[config.mk]
export PLATFORM = sky130hd
export DESIGN_NAME = button_bank_flat
export DESIGN_NICKNAME = d
export VERILOG_FILES = /design/src/rtl/button_bank_if.sv /design/src/rtl/button_bank.sv /design/src/flat_wrapper.sv
export SDC_FILE = /design/constraint.sdc
export NUM_CORES = 1
export LEC_CHECK = 0
export ABC_AREA = 0
export ABC_CLOCK_PERIOD_IN_PS = 3550
export CORE_MARGIN = 2
export CORE_UTILIZATION = 55
export CTS_BUF_LIST = sky130_fd_sc_hd__clkbuf_16
export CTS_CLUSTER_DIAMETER = 200
export DETAILED_ROUTE_END_ITERATION = 12
export PLACE_DENSITY_LB_ADDON = 0.1
export SYNTH_ARGS = -nofsm -noshare
export SYNTH_HDL_FRONTEND = slang
export SYNTH_SLANG_ARGS = --single-unit
[constraint.sdc]
create_clock -name CLK -period 3.55 [get_ports CLK]
set_input_delay 0.5325 -clock CLK [delete_from_list [all_inputs] [get_ports CLK]]
set_output_delay 0.5325 -clock CLK [all_outputs]
set_load 0.03 [all_outputs]
[src/rtl/button_bank_if.sv]
// Pin-side bundle of button_bank: raw pins in, debounced level and
// single-cycle event pulses out, one bit per channel.
interface button_bank_if #(
  parameter int CHANNELS = 4
);
  logic [CHANNELS-1:0] PIN;
  logic [CHANNELS-1:0] STATE;
  logic [CHANNELS-1:0] PRESS;
  logic [CHANNELS-1:0] RELEASE;
  logic [CHANNELS-1:0] HOLD;
  logic [CHANNELS-1:0] REPEAT;

  modport master (
    output PIN,
    input  STATE, PRESS, RELEASE, HOLD, REPEAT
  );

  modport slave (
    input  PIN,
    output STATE, PRESS, RELEASE, HOLD, REPEAT
  );
endinterface

[src/rtl/button_bank.sv]
// Multi-channel button front end: 2-FF sync, ms-tick debounce, and
// press/release/hold/repeat pulse generation per channel.
module button_bank #(
  parameter int CHANNELS        = 4,
  parameter bit ACTIVE_STATE    = 1'b1,
  parameter int CLOCKS_PER_USEC = 100,
  parameter int DEBOUNCE_MSEC   = 10,
  parameter int HOLD_MSEC       = 1000,
  parameter int REPEAT_MSEC     = 200
) (
  input  logic         CLK,
  input  logic         RESETN,
  button_bank_if.slave bus
);
  localparam int PRE_N = CLOCKS_PER_USEC * 1000;
  localparam int PW    = $clog2(PRE_N);
  localparam int DW    = $clog2(DEBOUNCE_MSEC + 1);
  localparam int HMAX  = (HOLD_MSEC > REPEAT_MSEC) ?
                         HOLD_MSEC : REPEAT_MSEC;
  localparam int HW    = $clog2(HMAX + 1);
  localparam logic [CHANNELS-1:0] IDLE_LVL =
    {CHANNELS{!ACTIVE_STATE}};

  typedef enum logic [1:0] {
    IDLE,
    PRESSED,
    HELD
  } ch_state_e;

  logic [PW-1:0] pre_q;
  logic [PW-1:0] pre_d;
  logic          tick;

  (* ASYNC_REG = "TRUE" *) logic [CHANNELS-1:0] sync1_q;
  (* ASYNC_REG = "TRUE" *) logic [CHANNELS-1:0] sync2_q;
  logic [CHANNELS-1:0] raw;

  logic [CHANNELS-1:0] state_q, state_d;
  logic [CHANNELS-1:0] press_q, press_d;
  logic [CHANNELS-1:0] rel_q, rel_d;
  logic [CHANNELS-1:0] hold_q, hold_d;
  logic [CHANNELS-1:0] rep_q, rep_d;
  logic [CHANNELS-1:0] rise, fall;

  logic [DW-1:0] deb_q  [CHANNELS];
  logic [DW-1:0] deb_d  [CHANNELS];
  logic [HW-1:0] hcnt_q [CHANNELS];
  logic [HW-1:0] hcnt_d [CHANNELS];
  ch_state_e     fsm_q  [CHANNELS];
  ch_state_e     fsm_d  [CHANNELS];

  assign tick  = (pre_q == PW'(PRE_N - 1));
  assign pre_d = tick ? '0 : pre_q + 1'b1;
  assign raw   = sync2_q ~^ {CHANNELS{ACTIVE_STATE}};

  always_comb begin
    state_d = state_q;
    press_d = '0;
    rel_d   = '0;
    hold_d  = '0;
    rep_d   = '0;
    rise    = '0;
    fall    = '0;
    for (int c = 0; c < CHANNELS; c++) begin
      deb_d[c]  = deb_q[c];
      hcnt_d[c] = hcnt_q[c];
      fsm_d[c]  = fsm_q[c];

      // any return to the accepted level restarts the stability window
      if (raw[c] == state_q[c]) begin
        deb_d[c] = '0;
      end else if (tick) begin
        if (deb_q[c] == DW'(DEBOUNCE_MSEC - 1)) begin
          state_d[c] = raw[c];
          deb_d[c]   = '0;
          rise[c]    = raw[c];
          fall[c]    = !raw[c];
        end else begin
          deb_d[c] = deb_q[c] + 1'b1;
        end
      end
      press_d[c] = rise[c];
      rel_d[c]   = fall[c];

      unique case (fsm_q[c])
        IDLE: begin
          if (rise[c]) begin
            fsm_d[c]  = PRESSED;
            hcnt_d[c] = '0;
          end
        end
        PRESSED: begin
          if (fall[c]) begin
            fsm_d[c]  = IDLE;
            hcnt_d[c] = '0;
          end else if (tick) begin
            if (hcnt_q[c] == HW'(HOLD_MSEC - 1)) begin
              fsm_d[c]  = HELD;
              hcnt_d[c] = '0;
              hold_d[c] = 1'b1;
            end else begin
              hcnt_d[c] = hcnt_q[c] + 1'b1;
            end
          end
        end
        HELD: begin
          if (fall[c]) begin
            fsm_d[c]  = IDLE;
            hcnt_d[c] = '0;
          end else if (REPEAT_MSEC > 0 && tick) begin
            if (hcnt_q[c] == HW'(REPEAT_MSEC - 1)) begin
              hcnt_d[c] = '0;
              rep_d[c]  = 1'b1;
            end else begin
              hcnt_d[c] = hcnt_q[c] + 1'b1;
            end
          end
        end
        default: begin
          fsm_d[c]  = IDLE;
          hcnt_d[c] = '0;
        end
      endcase
    end
  end

  always_ff @(posedge CLK) begin
    if (!RESETN) begin
      pre_q   <= '0;
      sync1_q <= IDLE_LVL;
      sync2_q <= IDLE_LVL;
      state_q <= '0;
      press_q <= '0;
      rel_q   <= '0;
      hold_q  <= '0;
      rep_q   <= '0;
      for (int c = 0; c < CHANNELS; c++) begin
        deb_q[c]  <= '0;
        hcnt_q[c] <= '0;
        fsm_q[c]  <= IDLE;
      end
    end else begin
      pre_q   <= pre_d;
      sync1_q <= bus.PIN;
      sync2_q <= sync1_q;
      state_q <= state_d;
      press_q <= press_d;
      rel_q   <= rel_d;
      hold_q  <= hold_d;
      rep_q   <= rep_d;
      for (int c = 0; c < CHANNELS; c++) begin
        deb_q[c]  <= deb_d[c];
        hcnt_q[c] <= hcnt_d[c];
        fsm_q[c]  <= fsm_d[c];
      end
    end
  end

  assign bus.STATE   = state_q;
  assign bus.PRESS   = press_q;
  assign bus.RELEASE = rel_q;
  assign bus.HOLD    = hold_q;
  assign bus.REPEAT  = rep_q;
endmodule
[src/flat_wrapper.sv]
// flat-port wrapper written by rule: the top's interface ports become plain ports
module button_bank_flat 
#(
  parameter int CHANNELS        = 4,
  parameter bit ACTIVE_STATE    = 1'b1,
  parameter int CLOCKS_PER_USEC = 100,
  parameter int DEBOUNCE_MSEC   = 10,
  parameter int HOLD_MSEC       = 1000,
  parameter int REPEAT_MSEC     = 200
)
  (CLK, RESETN, bus_PIN, bus_STATE, bus_PRESS, bus_RELEASE, bus_HOLD, bus_REPEAT);
  button_bank_if #(.CHANNELS(CHANNELS)) bus_i ();
  input  logic CLK;
  input  logic RESETN;
  input wire logic [$bits(bus_i.PIN)-1:0] bus_PIN;
  output wire logic [$bits(bus_i.STATE)-1:0] bus_STATE;
  output wire logic [$bits(bus_i.PRESS)-1:0] bus_PRESS;
  output wire logic [$bits(bus_i.RELEASE)-1:0] bus_RELEASE;
  output wire logic [$bits(bus_i.HOLD)-1:0] bus_HOLD;
  output wire logic [$bits(bus_i.REPEAT)-1:0] bus_REPEAT;
  assign bus_i.PIN = bus_PIN;
  assign bus_STATE = bus_i.STATE;
  assign bus_PRESS = bus_i.PRESS;
  assign bus_RELEASE = bus_i.RELEASE;
  assign bus_HOLD = bus_i.HOLD;
  assign bus_REPEAT = bus_i.REPEAT;
  button_bank #(.CHANNELS(CHANNELS), .ACTIVE_STATE(ACTIVE_STATE), .CLOCKS_PER_USEC(CLOCKS_PER_USEC), .DEBOUNCE_MSEC(DEBOUNCE_MSEC), .HOLD_MSEC(HOLD_MSEC), .REPEAT_MSEC(REPEAT_MSEC)) u_core (.CLK(CLK), .RESETN(RESETN), .bus(bus_i));
endmodule
== Word-level counts from Yosys, hierarchy flattened ==
Memories as Yosys holds them, arrays and structs flattened.
Index checks and enable logic that the tools add are counted.
Storage, ports and cells
  register bits: 45
  output and inout bits: 20
  input bits: 6
  memories: 3
  memory bits (writable): 64
  logic and storage cells: 215
Operators by class
  bitwise logic cells: 26
  add/subtract/negate cells: 9
  equal/unequal tests: 25
  muxes and demuxes: 114
  reduce and logical (&&, ||, !) cells: 21
Memories
  u_core.hcnt_q: depth 4, bits a word 10, rd ports 4, clocked after memory_dff 0, write ports 4, RTL line button_bank.sv:47  | logic [HW-1:0] hcnt_q [CHANNELS];
  u_core.deb_q: depth 4, bits a word 4, rd ports 4, clocked after memory_dff 0, write ports 4, RTL line button_bank.sv:45  | logic [DW-1:0] deb_q [CHANNELS];
  u_core.fsm_q: depth 4, bits a word 2, rd ports 4, clocked after memory_dff 0, write ports 4, RTL line button_bank.sv:49  | ch_state_e fsm_q [CHANNELS];
Operator list (count)
  two-way mux 10 bit: 32
  case mux 10 bit (3 select lines): 4
  two-way mux 4 bit: 16
  two-way mux 2 bit: 24
  adder 10 x 1 -> 10 bit (second input constant): 4
  == test 10 bit (second input constant): 4
  == test 10 x 8 -> 1 bit (second input constant): 4
  two-way mux 1 bit: 34
  OR reduction 4 bit: 8
  case mux 2 bit (3 select lines): 4
  adder 17 x 1 -> 17 bit (second input constant): 1
  == test 17 bit (second input constant): 1
  adder 4 x 1 -> 4 bit (second input constant): 4
  == test 4 bit (second input constant): 4
  NOT 1 bit: 14
  bitwise OR 1 bit: 12
  AND reduction 3 bit: 4
  == test 2 x 1 -> 1 bit (second input constant): 4
  == test 2 bit (second input constant): 4
  logical NOT 2 bit: 4
  == test 1 bit: 4
  logical NOT 1 bit: 4
  OR reduction 2 bit: 1

== Longest topological paths before layout ==
Gate-level depths: netlist (run 1).
  word-level depth: 7
  gate-level depth with buffers: 8
  mapped depth without buffers: 8

== Least setup slack after synthesis (run 1) ==
No wires, ideal clock.
  path kind: reg2reg
  from: reg u_core.pre_q[0]
  to: mem u_core.fsm_q[0][0] (netlist name)
  data required time: 3431 ps
  library setup time: 119 ps
  setup slack: 1053 ps
  cell stages (with the launch flop): 9
  clock period less this slack: 2497 ps
  path buffers: 1
  arrival time: 2378 ps
  path through: dfxtp_1 > ha_1 > nand4_1 > or4_4 > buf_6 > or3_1 > a21oi_2 > a21oi_1 > o221a_2
RTL lines
  start, declared: RTL line button_bank.sv:30  | logic [PW-1:0] pre_q;
  start signal, assigned: RTL line button_bank.sv:143  | pre_q <= pre_d;
  end, declared: RTL line button_bank.sv:49

==> results.sh, run 1 <==
export IMPL_dr_total_vias=4480
export IMPL_avgSynthCellArea_um2=8.51
export IMPL_relSlewSlack_pct=29.0
export IMPL_ys_seq_area_share_pct=41.7
export IMPL_grt_pass1_vias=4056
export IMPL_ios=26
export IMPL_antenna_left=0
export IMPL_r2r_end="u_core.hcnt_q[2][9]$_SDFFE_PN0P_"
export IMPL_synth_top_cell_by_area="dfxtp_1"
export IMPL_synth_compound_area_share_pct=18.0
export IMPL_met2_usage_pct=35.6
export IMPL_timing_rr_start="u_core.pre_q[0]$_SDFF_PP0_"
export IMPL_synthMuxAreaShare_pct=1.15
export IMPL_synthCells=615
export IMPL_grt_pass1_wl_um=18700
export IMPL_synth_top_family_by_area="simple AND/OR/NAND/NOR gates"
export IMPL_final_nets=664
export IMPL_synth_area_leaders="dfxtp_1 42%, nand2_1 4.7%, ha_1 4.1%"
export IMPL_hold_path_depth=1
export IMPL_place_inst=759
export IMPL_post_cts_buffers=0
export IMPL_status="complete, no violations"
export IMPL_rsz0062_at_grt="no"
export IMPL_hp_start="u_core.sync1_q[2]$_SDFF_PN0_"
export IMPL_grt_overflow=0
export IMPL_syn_nets=638
export IMPL_ys_types=61
export IMPL_end_kind="flop"
export IMPL_yosys_area_share_adder_pct=4.06
export IMPL_hold_path_class="flop to flop"
export IMPL_setup_worst_path_class="flop to flop"
export IMPL_fin_area_um2=5930
export IMPL_leakagePower_nw=2.09
export IMPL_seq_power_share_pct=52.2
export IMPL_cap_viol_max_count=0
export IMPL_hold_viol=0
export IMPL_period_share_pct=81.5
export IMPL_wire_per_inst_um=14.1
export IMPL_crit_path_start="u_core.pre_q[0]$_SDFF_PP0_"
export IMPL_clkLatencyLatePin_ps=340
export IMPL_grtUsageTotal_pct=22.1
export IMPL_synth_async_sr_flop_share_pct=0
export IMPL_synth_edf_count=0
export IMPL_power_density_nw_per_um2=400
export IMPL_drive_gt1_share_pct=4.96
export IMPL_grt_use_met1_pct=30.1
export IMPL_tritoncts="done"
export IMPL_synthSimpleGateAreaFrac_pct=28.2
export IMPL_clockPowerShare_pct=43.7
export IMPL_port_buffers=25
export IMPL_p_comb_share_pct=4.1
export IMPL_drt_pass1_iter_count=5
export IMPL_nFillCells=793
export IMPL_min_to="u_core.sync2_q[2]$_SDFF_PN0_"
export IMPL_yosysTopAreaCellShare_pct=41.7
export IMPL_vias_per_cell=5.79
export IMPL_postCtsHoldBufs=0
export IMPL_timing_fmax_mhz=345
export IMPL_finalMaxSlewViolations=0
export IMPL_cts_resized=0
export IMPL_die_h_um=102
export IMPL_rows=35
export IMPL_grt_util_met3_pct=5.52
export IMPL_yosys_warnings=0
export IMPL_first_iter_violations=218
export IMPL_placed_area_um2=5630
export IMPL_core_um2=9240
export IMPL_synth_area_um2=5240
export IMPL_layout_commonest_cell="dfxtp_1"
export IMPL_synth_xor_area_share_pct=3.68
export IMPL_final_cell_mix="109 x dfxtp_1, 66 x nand2_1, 51 x nor2_1"
export IMPL_period_minus_slack_ps=2890
export IMPL_worstPathArrival_ps=3150
export IMPL_final_setup_tns_ps=0
export IMPL_worstPathCellList="ha_1, nand4_1, or4_4, o21ai_1, and4_1, nand3_1, o31ai_1"
export IMPL_area_growth_syn_to_layout_pct=13.3
export IMPL_hpwl_um=7760
export IMPL_clk_path_buf_depth=2
export IMPL_route_detailed_drc=0
export IMPL_setup_viol=0
export IMPL_final_cells=774
export IMPL_clk_pin_slew_ps=70
export IMPL_grt_busiest_layer="met2"
export IMPL_dominantRegCellSynth="dfxtp_1"
export IMPL_cts_sinks=109
export IMPL_htreeDepth=3
export IMPL_ys_ff_latch=109
export IMPL_rr_worst_depth=7
export IMPL_totalWireLength_um=10900
export IMPL_cp_required_ps=3800
export IMPL_cts_buffers=9
export IMPL_fin_skew_ps=4.38
export IMPL_fin_ws_ps=655
export IMPL_r2r_slack_ps=660
export IMPL_insertedDiodeCount=0
export IMPL_dp_slack_ps=716
export IMPL_grt_max_degree=34
export IMPL_worstPathMaxFanout=11
export IMPL_p_int_mw=1.88
export IMPL_die_area_um2=10300
export IMPL_antenna_found_initial=0
export IMPL_p_switching_mw=0.497
export IMPL_cts_root_buffer="clkbuf_16"
export IMPL_switching_share_pct=20.9
export IMPL_die_w_um=102
export IMPL_start_util_pct=56.7
export IMPL_cp_slowest_cell="or4_4"
export IMPL_worstMarginPinSlew_ps=1060
export IMPL_peakVddDrop_mv=0.232
export IMPL_gp_congestion=0.843
export IMPL_start_kind="flop"
export IMPL_slowest_delay_ps=730
==> worst max-delay path, delay by kind of cell (launching register included) <==
| kind | cells | cell delay, ps |
|---|---|---|
| adder cells (fa/ha/maj) | 1 | 240 |
| AND/OR/NAND/NOR | 4 | 1620 |
| AO/OA/AOI/OAI | 2 | 580 |
| flip-flops | 1 | 370 |
==> per-stage QoR <==
stage	hold WS (ps)	utilization, %	total power, mW
floorplan	412	-	1.34
global placement	417	60.9	1.36
detailed placement	418	60.9	1.36
CTS	433	64.2	2.40
global route	454	64.2	2.46
finish	432	64.2	2.38
==> power groups by stage <==
stage,clock network [mW],registers [mW],logic [mW]
floorplan,0,1.27,0.0695
global placement,0,1.27,0.0938
detailed placement,0,1.27,0.0965
CTS,1.06,1.24,0.0980
global route,1.11,1.24,0.111
finish,1.04,1.24,0.0981
==> flip-flops by register name (all words and copies together), names as in the netlist, 8 cells and up <==
| signal | count |
|---|---|
| u_core.deb_q | 16 |
| u_core.pre_q | 17 |
| u_core.fsm_q | 8 |
| u_core.hcnt_q | 40 |
==> worst max path at each step <==
stage | end | cells after the start
floorplan | u_core.fsm_q[0][0]$_SDFFE_PN0P_ | 8
global placement | u_core.fsm_q[3][1]$_SDFFE_PN0P_ | 6
detailed placement | u_core.hcnt_q[2][9]$_SDFFE_PN0P_ | 7
CTS | u_core.hcnt_q[2][9]$_SDFFE_PN0P_ | 7
global route | u_core.hcnt_q[1][9]$_SDFFE_PN0P_ | 6
finish | u_core.hcnt_q[2][9]$_SDFFE_PN0P_ | 7
==> cells by family (layout without fill, tap and decap cells) <==
group | after synthesis | after routing
xor+xnor | 22 | 22
fa+ha+maj | 17 | 17
simple gates | 282 | 282
flops | 109 | 109
buf+inv | 40 | 70
mux | 6 | 6
compound gates | 139 | 139
==> final cells by class <==
| type | count | area (um^2) | area share [%] |
|---|---|---|---|
| clock inverter | 6 | 80.1 | 1.35 |
| sequential | 109 | 2180 | 36.8 |
| tap | 129 | 161 | 2.72 |
| inverter | 24 | 90.1 | 1.52 |
| clock buffer | 9 | 225 | 3.80 |
| timing repair buffer | 31 | 295 | 4.98 |
| multi-input combinational | 466 | 2900 | 48.9 |
==> cell usage after synthesis (all sizes together) (16+ instances only) <==
| library cell | count |
|---|---|
| nor2 | 51 |
| nand3 | 39 |
| inv | 23 |
| ha | 17 |
| dfxtp | 109 |
| and3 | 16 |
| nand2 | 66 |
| a21oi | 27 |
| and2 | 19 |
| o21ai | 36 |
| nor2b | 17 |
| nor3 | 22 |
| o31ai | 25 |
==> per-layer routing <==
layer,share of wire (%),wire length [um]
met1,48,5270
met2,46,5060
met3,4.2,454
met4,0.96,105
met5,0,0
No activity file was read; power rests on OpenSTA's default activity.
==> run 2: changes to the inputs <==
ABC_CLOCK_PERIOD_IN_PS = 2390   (was 3550)
CORE_UTILIZATION = 54   (was 55)
clock period = 2.39 ns   (was 3.55 ns; I/O delays follow)
==> run 2 against run 1 <==
Compared with the run above: the flow now finishes with violations (setup timing); register-to-register slack lost 690 ps; routed wire length up 12%; sequential power grew 48%; first-iteration DRC count shrank 9.6%; clock-buffer cell count is the same; worst setup slack lost 690 ps; via count rose by 7.7%; final cell count up 7.5%; critical path depth decreased by 1; critical path type unchanged; largest power group unchanged.
==> results.sh, run 2 (synthesis gave the netlist of run 1 again) <==
export IMPL_reg_top3="u_core.hcnt_q: 40 flops, u_core.pre_q: 17 flops, u_core.deb_q: 16 flops"
export IMPL_start_util_pct=56.1
export IMPL_antenna_found_initial=0
export IMPL_wire_per_inst_um=14.6
export IMPL_htreeDepth=3
export IMPL_hold_viol=0
export IMPL_final_nets=722
export IMPL_cp_slowest_cell="or4_4"
export IMPL_critPathTopFamily="simple AND/OR/NAND/NOR gates"
export IMPL_gp_congestion=0.862
export IMPL_cap_viol_max_count=0
export IMPL_end_kind="flop"
export IMPL_insertedDiodeCount=0
export IMPL_fin_skew_ps=8.15
export IMPL_clk_pin_slew_ps=70
export IMPL_hpwl_um=8500
export IMPL_largest_register="u_core.hcnt_q"
export IMPL_grt_use_met1_pct=29.3
export IMPL_peakVddDrop_mv=0.564
export IMPL_final_cell_mix="106 x dfxtp_1, 66 x nand2_1, 61 x buf_4"
export IMPL_core_um2=9330
export IMPL_relSlewSlack_pct=65.5
export IMPL_dr_total_vias=4823
export IMPL_grt_busiest_layer="met2"
export IMPL_rows=35
export IMPL_final_setup_tns_ps=-34.2
export IMPL_leakagePower_nw=2.41
export IMPL_clkLatencyLatePin_ps=350
export IMPL_largest_register_ffs=40
export IMPL_rsz0062_at_grt="yes"
export IMPL_die_h_um=102
export IMPL_cp_required_ps=2630
export IMPL_port_buffers=25
export IMPL_die_area_um2=10500
export IMPL_slowest_delay_ps=600
export IMPL_die_w_um=102
export IMPL_postCtsHoldBufs=0
export IMPL_final_cells=832
export IMPL_tritoncts="done"
export IMPL_area_growth_syn_to_layout_pct=23.9
export IMPL_route_detailed_drc=0
export IMPL_period_minus_slack_ps=2420
export IMPL_grt_max_degree=18
export IMPL_setup_viol=1
export IMPL_place_inst=810
export IMPL_crit_buf_inv=0
export IMPL_hold_path_class="flop to flop"
export IMPL_cts_buffers=9
export IMPL_setup_worst_path_class="flop to flop"
export IMPL_clk_path_buf_depth=2
export IMPL_cts_root_buffer="clkbuf_16"
export IMPL_grt_overflow=0
export IMPL_violations="setup timing"
export IMPL_layout_commonest_cell="dfxtp_1"
export IMPL_period_share_pct=101
export IMPL_met2_usage_pct=40.8
export IMPL_status="complete, but fails checks"
export IMPL_cts_sinks=109
export IMPL_power_total_mw=3.47
export IMPL_ios=26
export IMPL_first_iter_violations=197
export IMPL_worstPathMaxFanout=7
export IMPL_totalWireLength_um=12200
export IMPL_grt_pass1_wl_um=19900
export IMPL_grt_pass1_vias=4508
export IMPL_start_kind="flop"
export IMPL_power_density_nw_per_um2=536
export IMPL_fin_ws_ps=-34.2
export IMPL_timing_fmax_mhz=413
export IMPL_antenna_left=0
export IMPL_drt_pass1_iter_count=5
export IMPL_drive_gt1_share_pct=16.6
export IMPL_worstMarginPinSlew_ps=517
export IMPL_grt_util_met3_pct=4.58
export IMPL_finalMaxSlewViolations=0
export IMPL_worstPathCellList="or4b_4, or4_4, or3_4, a21oi_4, a21oi_2, o221a_2"
export IMPL_worstPathArrival_ps=2670
export IMPL_grtUsageTotal_pct=23.8
export IMPL_vias_per_cell=5.80
-- run 2: cell count changes in the layout (fill, tap and decap cells not counted), moves of 2 or more --
cell,before,now
o31ai_1,25,22
nor2_2,0,2
a21oi_1,26,22
nor2_1,51,49
o31ai_2,0,3
a21oi_2,1,4
o21ai_2,0,2
buf_4,6,61
buf_6,0,2
o21ai_1,1,6
o21ai_0,35,27
dfxtp_1,109,106
clkinv_2,1,3
dfxtp_2,0,3
-- run 2: worst paths after layout --
kind | from | end | slack (ps) | cells after the start
min | u_core.sync1_q[2]$_SDFF_PN0_ | u_core.sync2_q[2]$_SDFF_PN0_ | 440 | 1
max | u_core.pre_q[8]$_SDFF_PP0_ | u_core.fsm_q[0][0]$_SDFFE_PN0P_ | -30 | 6
min reg2reg | u_core.sync1_q[2]$_SDFF_PN0_ | u_core.sync2_q[2]$_SDFF_PN0_ | 440 | 1
max reg2reg | u_core.pre_q[8]$_SDFF_PP0_ | u_core.fsm_q[0][0]$_SDFFE_PN0P_ | -30 | 6
-- run 2: per-layer routing --
metal / routed length, um / vias up
met5: 0 / -
met4: 219 / 0
met3: 462 / 18
met2: 5980 / 98
met1: 5520 / 2314
li1: - / 2393
-- run 2: final cells by class --
class                           instances  area (um^2)
Clock buffer                            9          225
Clock inverter                          6         56.3
Fill cell                             761         2840
Inverter                               24         90.1
Multi-Input combinational cell        466         3020
Sequential cell                       109         2190
Tap cell                              129          161
Timing Repair Buffer                   89          742
-- run 2: power breakdown --
group / leakage, nW / total, mW / internal, mW / switching [mW]
Combinational: 1.38 / 0.182 / 0.0765 / 0.106
Sequential: 0.882 / 1.84 / 1.83 / 0.0107
Clock: 0.142 / 1.45 / 0.798 / 0.653
-- run 2: stage by stage --
stage	area [um^2]	setup slack [ps]	hold slack [ps]	util (%)
floorplan	5240	-88.3	412	-
CTS	6320	3.95	443	67.7
finish	6480	-34.2	441	69.5
global route	6480	-80.4	468	69.5
global placement	6010	-38.9	424	64.5
detailed placement	6010	-91.0	424	64.5
-- run 2: timing repair --
action | CTS | global route
buffers inserted | 0 | 6
setup endpoints to repair | 12 | 35
pin swaps | 1 | 8
gates resized for setup | 7 | 33
cloned | 0 | 1
==> edit 1 (flow settings as in run 1) <==
`ACTIVE_STATE` is set to 1'b1 in 2 places; all go to 1'b0.
--- a/src/rtl/button_bank.sv
+++ b/src/rtl/button_bank.sv
@@ -2,7 +2,7 @@
 // press/release/hold/repeat pulse generation per channel.
 module button_bank #(
   parameter int CHANNELS        = 4,
-  parameter bit ACTIVE_STATE    = 1'b1,
+  parameter bit ACTIVE_STATE    = 1'b0,
   parameter int CLOCKS_PER_USEC = 100,
   parameter int DEBOUNCE_MSEC   = 10,
   parameter int HOLD_MSEC       = 1000,
--- a/src/flat_wrapper.sv
+++ b/src/flat_wrapper.sv
@@ -2,7 +2,7 @@
 module button_bank_flat 
 #(
   parameter int CHANNELS        = 4,
-  parameter bit ACTIVE_STATE    = 1'b1,
+  parameter bit ACTIVE_STATE    = 1'b0,
   parameter int CLOCKS_PER_USEC = 100,
   parameter int DEBOUNCE_MSEC   = 10,
   parameter int HOLD_MSEC       = 1000,
Behaviour: no difference found for any inputs over 10 cycles, from zero or initial values and one cycle with RESETN low; that may be too few to reach the edited logic, so the function may still have changed.
==> edit 1 against run 1 <==
Die area rose by 1.2%. Fmax rose by 6.5%. Design area rose by 0.63%. Synthesized area rose by 1.3%. Routed wire length rose by 6.1%. Critical endpoint is now u_core.hcnt_q[1][9]. Setup slack improved by 180 ps. Total power rose by 3.0%. Sequential cell count did not move.
==> edit 1: results (changes against run 1) <==
Parameter                              Value

Status
  Outcome    complete, no violations

Finish
  Number of cells in the finished layout apart from fillers    790 (+2.1%)
  Count of fill cells added during filler insertion    817 (+3.0%)
  Share of the final layout cell area in sequential cells    36.5% (-0.23 points)
  Nets    679 (+2.3%)
  Count of non-CTS inverters in the layout    19 (-21%)
  Layout cells sized above 1    5.60% (+0.64 points)

Logic synthesis
  Post-synthesis area per instance    8.32 µm² (-2.2%)
  Post-synthesis compound-gate area fraction    16.1% (-1.9 points)
  Synth top area cells    sky130_fd_sc_hd__dfxtp_1, sky130_fd_sc_hd__o21ai_0, sky130_fd_sc_hd__nand2_1
  Adder-cell area share of the yosys netlist    4.01% (-0.052 points)

STA
  Worst clock skew    8.91 ps (+4.53 ps)
  Worst slew margin    20.7% (-8.3 points)

Routing
  Wire length after detailed routing    11,600 µm (+6.1%)
  Via density per instance    5.92 (+2.3%)
  Wire length on met2    5530 µm (+9.4%)
  Number of DRC markers after the initial detailed-route iteration    225 (+3.2%)

Global route
  Global-route wire length before repair    19,900 µm (+6.5%)
  Largest net degree at the start of global routing    52 (+53%)
  Number of global-route vias before repair    4,380 (+8.0%)
  Total routing resource utilization after global routing    23.6% (+1.4 points)

Critical path
  Critical path's slowest cell    sky130_fd_sc_hd__nor3b_2
  Max incr delay on CP    530 ps (-200 ps)
  R2R depth    8 (+1)
  Worst flop-to-flop path endpoint    u_core.hcnt_q[1][9]
  Reg-to-reg setup timing slack    830 ps (+180 ps)

Min path
  Hold endpoint    u_core.sync2_q[1]

Power and ir drop
  Leak Pwr    1.98 nW (-5.3%)

Placed design
  Dpl hpwl    8020 µm (+3.4%)

Die
  DIE AREA    10,400 µm² (+1.2%)
==> edit 1: cell count changes after synthesis, sizes merged, moves of 5 or more <==
cell,run 1,this run
a31oi,8,0
and2,19,7
and3,16,24
inv,23,18
nand2b,1,13
nand3,39,33
nand4,4,13
nor2,51,65
nor2b,17,6
nor3,22,27
nor3b,7,14
o211ai,0,7
o21ai,36,60
o31ai,25,14
==> edit 1: through the flow <==
stage               setup WS (ps)  util, %  hold WS [ps]
CTS                           866     64.3           418
global route                  545     64.3           434
global placement              995     60.7           391
detailed placement            891     60.7           400
floorplan                    1330        -           386
finish                        833     64.3           413
==> edit 1: worst max-delay path by stage <==
stage / cells after the start / startpoint / to
5_1_grt: 8 / u_core.pre_q[0] / u_core.hcnt_q[1][9]
3_3_place_gp: 8 / u_core.pre_q[0] / u_core.hcnt_q[1][9]
4_1_cts: 8 / u_core.pre_q[0] / u_core.hcnt_q[1][9]
3_5_place_dp: 8 / u_core.pre_q[0] / u_core.hcnt_q[1][9]
2_1_floorplan: 8 / u_core.hcnt_q[0][0] / u_core.hcnt_q[0][3]
6_report: 8 / u_core.pre_q[0] / u_core.hcnt_q[1][9]
==> edit 1: routing by layer <==
layer  vias up  GRT usage, %
met1      2223          30.9
met5         -             0
met3        18          5.27
li1       2341             -
met4         0          7.49
met2        94          38.8
==> edit 1: where the power goes <==
group	internal, W	total, W	switching, W
clock network	0.000681	0.00111	0.000432
registers	0.00123	0.00124	0.00000855
logic	0.0000312	0.0000917	0.0000605
==> edit 2 (config.mk and constraints of run 1) <==
Made on the original files. `hold_q` no longer has a reset.
--- a/src/rtl/button_bank.sv
+++ b/src/rtl/button_bank.sv
@@ -132,7 +132,6 @@
       state_q <= '0;
       press_q <= '0;
       rel_q   <= '0;
-      hold_q  <= '0;
       rep_q   <= '0;
       for (int c = 0; c < CHANNELS; c++) begin
         deb_q[c]  <= '0;
@@ -146,7 +145,6 @@
       state_q <= state_d;
       press_q <= press_d;
       rel_q   <= rel_d;
-      hold_q  <= hold_d;
       rep_q   <= rep_d;
       for (int c = 0; c < CHANNELS; c++) begin
         deb_q[c]  <= deb_d[c];
@@ -156,6 +154,10 @@
     end
   end
 
+  always_ff @(posedge CLK) begin
+    hold_q <= hold_d;
+  end
+
   assign bus.STATE   = state_q;
   assign bus.PRESS   = press_q;
   assign bus.RELEASE = rel_q;
Function: no difference found for any inputs over 10 cycles, from zero or initial values and one cycle with RESETN low; that may be too few to reach the edited logic, so the function may still have changed.
==> edit 2 against run 1 <==
Routed wire length is 0.90% lower. Design area hardly changed. Total power is 0.96% higher. Setup slack better by 230 ps. Largest cell class unchanged. Highest routed layer unchanged. Sequential cell count stayed put. Critical path depth stayed put. Largest power group unchanged. Synthesized area stayed put.
==> edit 2: results (changes against run 1) <==
Parameter                              Value

Status
  Outcome    complete, no violations

Critical path
  CP Max Fanout    11 (unchanged)
  CP required    3820 ps (+20 ps)

Global route
  Number of antenna violations at the first check in global routing    0 (unchanged)
  Number of global-route vias before repair    4,080 (+0.59%)
  Met1 demand-to-capacity share in global routing    28.8% (-1.3 points)
  Met2 track demand over resource in global routing    36.5% (+0.91 points)
  Global-route wire length before repair    18,500 µm (-0.74%)
  Met3 track demand over resource in global routing    3.80% (-1.7 points)
  Largest net degree at the start of global routing    18 (-47%)
  Total routing resource utilization after global routing    22.0% (-0.13 points)

Min path
  Class of the worst hold path    reg -> reg

Logic synthesis
  Top cell types by occurrence after synthesis    sky130_fd_sc_hd__dfxtp_1, sky130_fd_sc_hd__nor2_1, sky130_fd_sc_hd__nand2_1
  Post-Synthesis Net Count    646 (+1.3%)
  Most used flip-flop cell after synthesis    sky130_fd_sc_hd__dfxtp_1
  Number of warnings reported in the yosys synthesis log    0 (unchanged)
  Adder-cell area share of the yosys netlist    4.06% (unchanged)
  Number of distinct standard cells referenced by the synthesized netlist    61 (unchanged)
  Mux cell area share after synthesis    2.13% (+0.98 points)
  Synth top area cells    sky130_fd_sc_hd__dfxtp_1, sky130_fd_sc_hd__nor2_1, sky130_fd_sc_hd__nand3_1
  Share of flip-flops with an asynchronous set or reset after synthesis    0% (unchanged)
  Share of the yosys chip area belonging to registers    41.7% (unchanged)
  Xor/xnor cell area share of the yosys netlist    3.68% (unchanged)
  Post-synthesis compound-gate area fraction    16.3% (-1.7 points)

Routing
  Vias after detailed routing    4,502 (+0.49%)
  Number of DRC markers after the initial detailed-route iteration    250 (+15%)
  Wire length after detailed routing    10,800 µm (-0.90%)
  TritonRoute pass-1 iters    5 (unchanged)

Clock tree
  Deepest clock path buffer count    2 (unchanged)
  Clock transition at the registers of the reported paths    70 ps (about the same)
  Clock latency on the worst-skew pair    340 ps (about the same)
  CTS Root Buffer Type    sky130_fd_sc_hd__clkbuf_16
  Post-cts sizing count    0 (unchanged)
  TritonCTS buffer count    9 (unchanged)
  Post-CTS setup-driven buffer insertion count    0 (unchanged)
  H-tree depth reported by CTS    3 (unchanged)

Power and ir drop
  IR Drop Worst-Case VDD    0.000288 V (+24%)
  Leak Pwr    2.11 nW (+0.90%)

Finish
  Count of fill cells added during filler insertion    781 (-1.5%)
  Layout cells sized above 1    6.11% (+1.1 points)
  # diodes    0 (unchanged)
  Nets    673 (+1.4%)

Placed design
  Post-place setup slack    766 ps (+50.5 ps)
  Dpl hpwl    7630 µm (-1.7%)
  RD Place Congestion    0.850 (+0.87%)
  I/O Buffers    25 (unchanged)

STA
  Number of setup violations in the final report    0 (unchanged)
  Tightest Pin Transition    879 ps (-186 ps)
  Worst clock skew    8.69 ps (+4.30 ps)
## edit 2: changes by cell type after synthesis, sizes merged, moves of 11 or more
| cell | before | now |
|---|---|---|
| nand2 | 66 | 55 |
| o21ai | 36 | 49 |
| nor2 | 51 | 70 |
| o31ai | 25 | 9 |
## edit 2: worst max-delay path: stages, from the launching register on
cell and delay (ps):
sky130_fd_sc_hd__dfxtp_1 380, sky130_fd_sc_hd__ha_1 240, sky130_fd_sc_hd__and4_1 320, sky130_fd_sc_hd__nand4_1 440
sky130_fd_sc_hd__o21a_1 370, sky130_fd_sc_hd__nor4_4 530, sky130_fd_sc_hd__nand4_1 170, sky130_fd_sc_hd__mux2i_1 150
## edit 2: per-stage QoR
step                      cells  instance area, µm²  util [%]
after CTS                   784                5940      64.2
after detailed placement    768                5620      60.8
after floorplan             623                5240         -
final                       784                5940      64.2
after global routing        784                5940      64.2
after global placement      768                5620      60.8
## edit 2: area by class of cell
class                           instances  area, µm²  area share (%)
Sequential cell                       109       2180            36.8
Tap cell                              129        161            2.72
Clock inverter                          7       92.6            1.56
Inverter                               29        109            1.83
Timing Repair Buffer                   32        303            5.10
Multi-Input combinational cell        469       2860            48.2
Clock buffer                            9        225            3.79
## edit 2: cells by family (layout without fill, tap and decap cells)
logic type / Yosys count / in the layout
simple gates: 289 / 289
fa+ha+maj: 17 / 17
mux: 11 / 11
xor+xnor: 22 / 22
flops: 109 / 109
buf+inv: 45 / 77
compound gates: 130 / 130
## edit 2: final timing paths
kind                                         from                   to  slack [ps]  cells past startpoint
worst max-delay path              u_core.pre_q[0]  u_core.hcnt_q[0][5]         890                      7
worst min-delay path            u_core.sync1_q[1]    u_core.sync2_q[1]         440                      1
worst max register to register    u_core.pre_q[0]  u_core.hcnt_q[0][5]         890                      7
worst min register to register  u_core.sync1_q[1]    u_core.sync2_q[1]         440                      1
## edit 2: power breakdown
| part | switching (W) | internal (W) | leakage [nW] | total (W) |
|---|---|---|---|---|
| clock network | 0.000439 | 0.000616 | 0.158 | 0.00105 |
| logic | 0.0000627 | 0.0000402 | 1.07 | 0.000103 |
| registers | 0.00000785 | 0.00123 | 0.880 | 0.00124 |
| total | 0.000509 | 0.00189 | 2.11 | 0.00240 |
## edit 2: layer usage
layer / up-vias / routed length (µm)
met1: 2115 / 5130
met3: 13 / 325
met2: 97 / 5160
met4: 0 / 170
li1: 2277 / -
met5: - / 0
